File: src/rtl/io_console_ctrl.sv
// Memory-mapped console: CPU writes to ADDR_STDOUT are queued in a small FIFO and streamed out
// on a valid/ready port; a write to ADDR_HALT drains the FIFO and then raises o_halt.
module io_console_ctrl #(
    parameter int unsigned DEPTH       = 4,
    parameter logic [23:0] ADDR_STDOUT = 24'hFFFFFE,
    parameter logic [23:0] ADDR_HALT   = 24'hFFFFFF
) (
    input  logic                       i_clk,
    input  logic                       i_rstb,
    input  logic                       i_clk_en,
    input  logic [23:0]                i_daddr,
    input  logic [31:0]                i_dout,
    input  logic                       i_wr,
    output logic                       o_stall,
    output logic [7:0]                 o_tx_data,
    output logic                       o_tx_valid,
    input  logic                       i_tx_ready,
    output logic                       o_halt,
    output logic [$clog2(DEPTH):0]     o_level,
    output logic [15:0]                o_char_count
);

    localparam int unsigned AW = $clog2(DEPTH);
    localparam int unsigned LW = AW + 1;

    typedef enum logic [1:0] {StRun, StDrain, StHalted} state_e;

    state_e          state_q, state_d;
    logic [AW-1:0]   head_q, tail_q;
    logic [LW-1:0]   level_q;
    logic [15:0]     count_q;
    logic [7:0]      mem_q [DEPTH];

    logic stdout_wr, halt_wr, full, push, pop;

    assign stdout_wr = i_wr & (i_daddr == ADDR_STDOUT);
    assign halt_wr   = i_wr & (i_daddr == ADDR_HALT);
    assign full      = (level_q == LW'(DEPTH));

    // A full FIFO stalls even if a pop frees a slot this cycle.
    always_comb begin
        o_stall = 1'b0;
        unique case (state_q)
            StRun:   o_stall = stdout_wr & full;
            StDrain: o_stall = stdout_wr | halt_wr;
            default: o_stall = 1'b0;
        endcase
    end

    assign o_tx_valid = (level_q != '0);
    assign o_tx_data  = o_tx_valid ? mem_q[head_q] : 8'h00;
    assign push       = stdout_wr & ~o_stall & i_clk_en & (state_q == StRun);
    assign pop        = o_tx_valid & i_tx_ready & i_clk_en;

    always_comb begin
        state_d = state_q;
        unique case (state_q)
            StRun:   if (halt_wr) state_d = StDrain;
            StDrain: if ((level_q == '0) || ((level_q == LW'(1)) && pop)) state_d = StHalted;
            default: state_d = StHalted;
        endcase
    end

    always_ff @(posedge i_clk or negedge i_rstb) begin
        if (!i_rstb) begin
            state_q <= StRun;
            head_q  <= '0;
            tail_q  <= '0;
            level_q <= '0;
            count_q <= '0;
        end else if (i_clk_en) begin
            state_q <= state_d;
            if (push) tail_q <= tail_q + AW'(1);
            if (pop) begin
                head_q  <= head_q + AW'(1);
                count_q <= count_q + 16'd1;
            end
            unique case ({push, pop})
                2'b10:   level_q <= level_q + LW'(1);
                2'b01:   level_q <= level_q - LW'(1);
                default: level_q <= level_q;
            endcase
        end
    end

    // Storage needs no reset: o_tx_data is masked while the FIFO is empty.
    always_ff @(posedge i_clk) begin
        if (push) mem_q[tail_q] <= i_dout[7:0];
    end

    assign o_halt       = (state_q == StHalted);
    assign o_level      = level_q;
    assign o_char_count = count_q;

endmodule

File: config.mk
export PLATFORM = sky130hd
export DESIGN_NAME = io_console_ctrl
export DESIGN_NICKNAME = d
export VERILOG_FILES = /design/src/rtl/io_console_ctrl.sv
export SDC_FILE = /design/constraint.sdc
export NUM_CORES = 1
export LEC_CHECK = 0
export ABC_AREA = 1
export BUFFER_PORTS_ARGS = -buffer_cell sky130_fd_sc_hd__buf_2
export CORE_AREA = 2 2 59 102
export CTS_BUF_LIST = sky130_fd_sc_hd__clkbuf_8
export DETAILED_ROUTE_END_ITERATION = 7
export DIE_AREA = 0 0 61 104
export GPL_TIMING_DRIVEN = 0
export PLACE_DENSITY = 0.8
export SLEW_MARGIN = 20
export SYNTH_ARGS = -nofsm -noshare
export SYNTH_HDL_FRONTEND = slang
export SYNTH_SLANG_ARGS = --single-unit
File: constraint.sdc
create_clock -name i_clk -period 2.47 [get_ports i_clk]
set_input_delay 0.247 -clock i_clk [delete_from_list [all_inputs] [get_ports i_clk]]
set_output_delay 0.247 -clock i_clk [all_outputs]
set_load 0.03 [all_outputs]
======== Yosys cells after proc, flatten, opt, wreduce, memory -nomap -nowiden ========
Memories as Yosys holds them, arrays and structs flattened.
Index checks and enable logic that the tools add are counted.
cells by class
  reductions and logical operators ........ 10
  mux-type cells .......................... 8
  $add $sub $neg .......................... 5
  equality and inequality tests ........... 10
  bitwise gates (word level) .............. 10
operators by type and width
  cell                   number
  $eq 24x24->1 const B   2
  $add 16x1->16 const B  1
  $and 1x1->1            8
  $mux 8                 1
  $pmux 3 s2             1
  $reduce_and 2->1       3
  $add 2x1->2 const B    2
  $eq 2x1->1 const B     2
  $eq 2x2->1 const B     2
  $mux 2                 2
  $ne 2x2->1 const B     2
  $pmux 2 s2             1
  $add 3x1->3 const B    1
  $eq 3x1->1 const B     1
  $eq 3x3->1 const B     1
  $logic_not 3->1        1
  $reduce_and 3->1       1
  $reduce_bool 3->1      1
  $sub 3x1->3 const B    1
  $logic_not 2->1        1
  $mux 1                 2
  $pmux 1 s2             1
  $reduce_bool 2->1      1
  $logic_and 1x1->1      1
  other kinds (3)        3
storage, ports and cells
  output and inout port bits .............. 30
  bits in registers ....................... 25
  input port bits ......................... 61
  bits in writable memories ............... 32
  memories ................................ 1
memory list
  memory  depth  bits a word  rd ports  clocked after Yosys merged registers in  write ports  RTL line  RTL
  mem_q   4      8            1         0                                        1            32        logic [7:0] mem_q [DEPTH];

======== Logic depth before layout (Yosys ltp) ========
Gate-level depths: netlist of the first run.
  depth in word-level cells ............... 11
  gate-level depth with buffers ........... 15
  depth with buffers taken out ............ 15

======== Least setup slack after synthesis of the first run ========
No wires, ideal clock.
  path type ............................... register to register
  from .................................... register level_q[0] (netlist: o_level[0])
  to ...................................... register level_q[2] (netlist: o_level[2])
  arrival time ............................ 2.119 ns
  stages on the path, launching flop included .. 14
  library setup time ...................... 0.119 ns
  slack ................................... 0.232 ns
  path through ............................ dfrtp_1 -> inv_1 -> ha_1 -> nand2_1 -> inv_1 -> nand4_1 -> nand3_1 -> ha_1 -> nor2_1 -> inv_1 -> nor2_1 -> o21ai_0 -> xor2_1 -> inv_1
on the way
  cells in the longest elaborated chain, start to end .. 10
ends and longest elaborated chain
  element                                   RTL line  RTL
  start, declared                           30        logic [LW-1:0] level_q;
  start signal, assigned                    79        2'b10: level_q <= level_q + LW'(1);
  start signal, assigned                    80        2'b01: level_q <= level_q - LW'(1);
  start signal, assigned                    81        default: level_q <= level_q;
  $eq 3x3->1                                38        assign full = (level_q == LW'(DEPTH));
  $and 1x1->1                               44        StRun: o_stall = stdout_wr & full;
  $pmux 1 s2                                43        unique case (state_q)
  $not 1->1                                 52        assign push = stdout_wr & ~o_stall & i_clk_en & (state_q == StRun);
  $and 1x1->1 (3 in a row)                  52
  $eq 2x1->1 or $eq 2x2->1 (tied branches)  78        unique case ({push, pop})
  $reduce_bool 2->1 (no source line)        --
  $reduce_and 2->1 (no source line)         --
Parallel ways exist; a longest one is shown, timed or not.
A chain may end at the register's enable or synchronous reset.

======== Worst setup path after layout of the first run ========
  from .................................... register head_q[0]
  to ...................................... output port o_tx_data[4]
on the way
  cells in the longest elaborated chain, start to end .. 2
ends and longest elaborated chain
  element                 RTL line  RTL
  start, declared         29        logic [AW-1:0] head_q, tail_q;
  start signal, assigned  75        head_q <= head_q + AW'(1);
  $mem_v2 4x8             --
  $mux 8                  51        assign o_tx_data = o_tx_valid ? mem_q[head_q] : 8'h00;
  end, declared           15        output logic [7:0] o_tx_data,
No other way between the ends.

==> results of run 1 <==
==> placed cells by master (no fill, tap or decap), drive strengths merged, types with 6 or more instances in the layout <==
master,n
buf,68
xor2,10
nand4,6
nand2,54
inv,39
nor2,67
clkbuf,10
a21oi,12
nand3,12
edfxtp,32
ha,10
dfrtp,25
xnor2,6
o21ai,21
==> final cells by class <==
type | count | area, µm²
fill | 461 | 2040
sequential | 57 | 1590
multi-input combinational | 205 | 1090
timing repair buffer | 67 | 340
inverter | 39 | 149
clock buffer | 9 | 124
clock inverter | 7 | 109
tap | 76 | 95.1
buffer | 3 | 12.5
==> cells by family after synthesis <==
logic type	after synthesis	share of synthesized area
fa+ha+maj	10	0.0442
compound gates	36	0.0658
flops	57	0.560
buf+inv	43	0.0583
simple gates	143	0.222
xor+xnor	16	0.0495
==> worst max-delay path: stages (launching register included) <==
cell     delay [ns]
dfrtp_1        0.31
buf_2          0.22
buf_1          0.44
nor2_1         0.10
nor2_1         0.10
o21ai_0        0.10
a21oi_1        0.17
buf_2          0.22
==> how the worst min path moves through the flow <==
| stage | start | end | depth (start not counted) |
|---|---|---|---|
| floorplan | i_rstb | head_q[0] | 0 |
| global placement | i_rstb | o_char_count[4] | 1 |
| detailed placement | i_rstb | o_char_count[4] | 1 |
| CTS | i_dout[2] | mem_q[3][2] | 1 |
| global route | i_dout[0] | mem_q[2][0] | 1 |
| finish | i_dout[0] | mem_q[3][0] | 1 |
==> power groups by stage <==
stage	clock [mW]	sequential [mW]	combinational, mW
detailed placement	0	1.03	0.0623
global placement	0	1.03	0.0603
finish	1.02	1.01	0.0626
global route	1.08	1.01	0.0720
CTS	1.04	1.01	0.0636
floorplan	0	1.03	0.0149
==> flip-flops by register name, indices dropped and copies added (netlist names) <==
| register | flops |
|---|---|
| head_q | 2 |
| mem_q | 32 |
| o_char_count | 16 |
| o_level | 3 |
| state_q | 2 |
| tail_q | 2 |
==> metal layers <==
layer,vias to the layer above,track usage,wire [µm]
met5,-,0,0
met4,0,0.101,153
met3,18,0.0734,309
met2,67,0.335,3060
met1,1053,0.213,2240
li1,1138,-,-
==> through the flow <==
step                      hold WS, ns  utilization  cells
after detailed placement        0.273        0.588    447
after global placement          0.275        0.588    447
final                           0.125        0.632    463
after global routing            0.105        0.632    463
after CTS                       0.109        0.632    464
after floorplan               -0.0486            -    305
==> what timing repair did <==
item	in CTS	in global routing
hold endpoints to repair	25	0
endpoints found under the setup margin	0	2
hold buffers	1	0
gates resized for setup	0	2
==> impl_metrics.yaml, run 1 <==
run_status:
  outcome: "completed"
routing:
  ant_nets: 0
  drt_iter0_drc: 104
  dr.pass1.iters: 4
  wire_per_inst_um: 12.5
  vias: 2276
  via_per_inst: 4.92
  drc: 0
  routed_wl_mm: 5.77
worst_setup_path:
  path_class: "reg2out"
  reg2regPathDepth: 13
  arrival_ns: 2.00
  endpoint: "o_tx_data[4]"
  crit_path_start_kind: "flop"
  startpoint: "head_q[0]"
  crit_required_ns: 2.22
  end_kind: "primary output"
  r2r_setup_slack_ns: 0.26
  reg2reg_from: "o_level[0]"
  regToRegEndpoint: "o_level[2]"
  cp_max_fo: 10
sta:
  timing.fmax_ghz: 0.445
  fin_skew_ns: 0.00249
  fin_setup_tns_ns: 0
  tightest_slew_ns: 0.805
  fin_crit_ns: 2.25
  period_share: 0.910
  grt_setup_unrepaired: "no"
  timing.final.ws_setup_ns: 0.222
  relSlewSlack: 0.461
  hold_viol_final: 0
  setup_viol: 0
  maxSlewViolCount: 0
synthesis:
  synthTopCellsByArea: "edfxtp_1 34%, dfrtp_1 22%, nor2_1 8.5%, nand2_1 6.8%, inv_1 4.6%"
  async_flop_share: 0.439
  seq_area_frac_synth: 0.560
  synth_flop_cell: "edfxtp_1"
  yosysMostFrequentCell: "nor2_1"
  netlist.area_leader.share: 0.339
  synth_nets: 376
  synth.ff_latch_count: 57
  syn_inst: 305
  synth-warning-count: 0
  syn_area_um2: 2830
  synth_common_cells: "64 x nor2_1, 51 x nand2_1, 35 x inv_1"
  synth.avg_cell_area_um2: 9.29
  synth_edf_count: 32
  yosysUniqueCellTypes: 28
  synth_top_cell_by_area: "edfxtp_1"
placed_design:
  pre_cts_slack_ns: 0.167
  placed_cell_area_um2: 3260
  hpwlAfterDp_mm: 4.14
  port_buffers: 66
  routabilityCongestion: 0.813
power_and_ir_drop:
  seq_power_share: 0.481
  internal-power_mw: 1.69
  fin_total_pwr_mw: 2.09
  combPwrFrac: 0.030
  p_sw_frac: 0.190
  p_leak_nw: 1.67
  p_sw_uw: 399
  peakVddDrop_uv: 556
  p_clk_frac: 0.489
  power_density_nw_per_um2: 598
final_layout:
  area_delta_synth_final_pct: 23.7
  nets: 453
  drive_gt1_frac: 0.248
  diodes: 0
  final_area_um2: 3500
clock_network:
  cts.sink_count: 57
  cts_buffer_depth: 2
  clk_pin_slew_ns: 0.06
  post-cts-setup-buffers: 0
  numCtsBuffers: 9
  htreeDepth: 3
  clk-insertion-delay-late_ns: 0.34
  cts_tree: "done"
  clock_tree.root_cell: "clkbuf_8"
flow_run:
  drv_cap: 0
die:
  die_x_um: 61
  core_region_area_um2: 5540
  die-area_um2: 6340
  start_util: 0.511
  io_pins: 91
  chipHeight_um: 104
  rows: 36
global_route:
  grt_pass1_vias: 2296
  antenna_found_initial: 0
  overflow: 0
  grt_use_total: 0.201
  grt_max_degree: 26
  grt_pass1_wl_mm: 9.52
worst_hold_path:
  hp-class: "in2reg"
No activity file was read; power rests on OpenSTA's default activity.
==> run 2: changes to the inputs <==
BUFFER_PORTS_ARGS = -buffer_cell sky130_fd_sc_hd__clkbuf_2   (was -buffer_cell sky130_fd_sc_hd__buf_2)
CORE_AREA = 2 2 77 79   (was 2 2 59 102)
DIE_AREA = 0 0 79 81   (was 0 0 61 104)
REMOVE_ABC_BUFFERS = 1   (was not set)
==> run 2 against run 1 <==
Effect of this change:
- non-clock buffer count down 3
- first-iteration DRC count fell by 12%
- die area rose by 0.87%
- cell area down 1.7%
- wire length shrank 5.7%
- global-route usage decreased by 1.9 points
- sequential share of layout area increased by 0.74 points
- combinational power shrank 0.8%
- setup slack gained 0.034 ns
- register-to-register slack is essentially flat
- utilization down 2.5 points
- critical path depth grew 6
- largest cell class unchanged
- highest routed layer unchanged
==> impl_metrics.yaml, run 2 (same netlist as run 1, synthesis figures left out) <==
clock_network:
  clock_tree.root_cell: "clkbuf_8"
  cts_buffer_depth: 2
  cts.sink_count: 57
  numCtsBuffers: 9
  htreeDepth: 3
  post-cts-setup-buffers: 0
  clk_pin_slew_ns: 0.06
  clk-insertion-delay-late_ns: 0.32
  cts_tree: "done"
final_layout:
  nets: 450
  fill_cells: 473
  fin_util: 0.607
  area_delta_synth_final_pct: 21.6
  diodes: 0
  final_common_cell: "clkbuf_2"
  regMostFlops: "mem_q"
  final_cell_mix: "66 x clkbuf_2, 64 x nor2_1, 51 x nand2_1, 38 x inv_1, 32 x edfxtp_1"
  final_cells: 459
  largest_reg_flops: 32
  final_area_um2: 3440
  drive_gt1_frac: 0.240
worst_hold_path:
  hp-class: "in2reg"
  hold_start: "i_dout[4]"
placed_design:
  placed_cell_area_um2: 3240
  pre_cts_slack_ns: 0.202
  routabilityCongestion: 0.790
  hpwlAfterDp_mm: 3.80
  dp_cells: 442
  port_buffers: 66
routing:
  via_per_inst: 4.81
  drc: 0
  wire_per_inst_um: 11.9
  routed_wl_mm: 5.44
  vias: 2207
  dr.pass1.iters: 4
  drt_iter0_drc: 92
  ant_nets: 0
worst_setup_path:
  cp_top_family: "simple AND/OR/NAND/NOR gates"
  end_kind: "flop"
  startpoint: "o_level[0]"
  reg2reg_from: "o_level[0]"
  cpMostUsedCell: "inv_1"
  crit_path_start_kind: "flop"
  path_class: "reg2reg"
  cpPeakStageDelay_ns: 0.43
  crit_required_ns: 2.68
  cp_slowest_cell: "dfrtp_1"
  arrival_ns: 2.43
  worstPathCellList: "inv_1 > ha_1 > nand2_1 > inv_1 > nand4_1 > nand3_2 > ha_1 > nor2_1 > inv_1 > nor2_1 > o21ai_0 > xor2_1 > inv_1"
  critPathBufInv: 4
  cp_max_fo: 5
die:
  die-area_um2: 6400
  io_pins: 91
  rows: 28
  chipHeight_um: 81
  core_region_area_um2: 5680
  die_x_um: 79
  start_util: 0.499
power_and_ir_drop:
  peakVddDrop_uv: 389
  power_density_nw_per_um2: 546
  fin_total_pwr_mw: 1.88
  p_leak_nw: 1.64
sta:
  grt_setup_unrepaired: "no"
  maxSlewViolCount: 0
  timing.final.ws_setup_ns: 0.256
  relSlewSlack: 0.504
  period_share: 0.896
  fin_setup_tns_ns: 0
  whs_ns: 0.140
  tightest_slew_ns: 0.742
  fin_skew_ns: 0.00307
  timing.fmax_ghz: 0.452
  setup_viol: 0
  fin_crit_ns: 2.21
  hold_viol_final: 0
global_route:
  grt_pass1_wl_mm: 8.83
  antenna_found_initial: 0
  grt_use_total: 0.182
  grt_max_degree: 26
  grt_pass1_vias: 2115
  overflow: 0
run_status:
  outcome: "completed"
flow_run:
  drv_cap: 0
## run 2: cell types whose count changed in the layout (fill, tap and decap cells not counted), sizes merged
cell    previous run  this run
buf               68         0
bufinv             3         1
clkbuf            10        76
clkinv             4         2
inv               39        42
## run 2: layout make-up
cell class / count / area [µm²] / area share
Clock buffer: 10 / 138 / 0.0400
Timing Repair Buffer: 67 / 340 / 0.0988
Inverter: 39 / 149 / 0.0432
Sequential cell: 57 / 1590 / 0.461
Clock inverter: 6 / 51.3 / 0.0149
Tap cell: 75 / 93.8 / 0.0272
Multi-Input combinational cell: 205 / 1090 / 0.315
## run 2: repair_timing
action	in CTS	in global routing
hold buffers	1	0
endpoints found under the hold margin	25	0
gates resized for setup	0	1
setup endpoints to repair	0	1
## run 2: worst register-to-register path, delay by kind of cell (launching register included)
family / cells / cell delay [ns]
AOI/OAI and AO/OA: 1 / 0.10
DFF: 1 / 0.43
adders and majority gates: 2 / 0.54
buffers and inverters: 4 / 0.28
and+or+nand+nor: 5 / 0.60
xor gates and xnor gates: 1 / 0.15
## run 2: final timing paths
check / to / slack, ns / depth (start not counted)
setup / recovery: o_level[2] / 0.26 / 13
hold / removal: mem_q[1][4] / 0.14 / 1
setup reg to reg: o_level[2] / 0.26 / 13
hold reg to reg: o_char_count[14] / 0.49 / 1
max in group asynchronous: o_level[1] / 1.59 / 2
min in group asynchronous: o_char_count[14] / 0.49 / 2
## run 2: metal layers
metal | global-route usage | wire length [µm] | vias to the layer above
met4 | 0.103 | 110 | 0
met2 | 0.331 | 2830 | 51
met1 | 0.201 | 2290 | 1004
met3 | 0.0344 | 212 | 11
met5 | 0 | 0 | -
li1 | - | - | 1141
## run 2: power breakdown
part           leakage [nW]  internal, mW         switching [mW]
Clock                 0.110         0.478                  0.335
Combinational         0.920        0.0278                 0.0343
Sequential            0.611          1.01  0.0000000000000000361
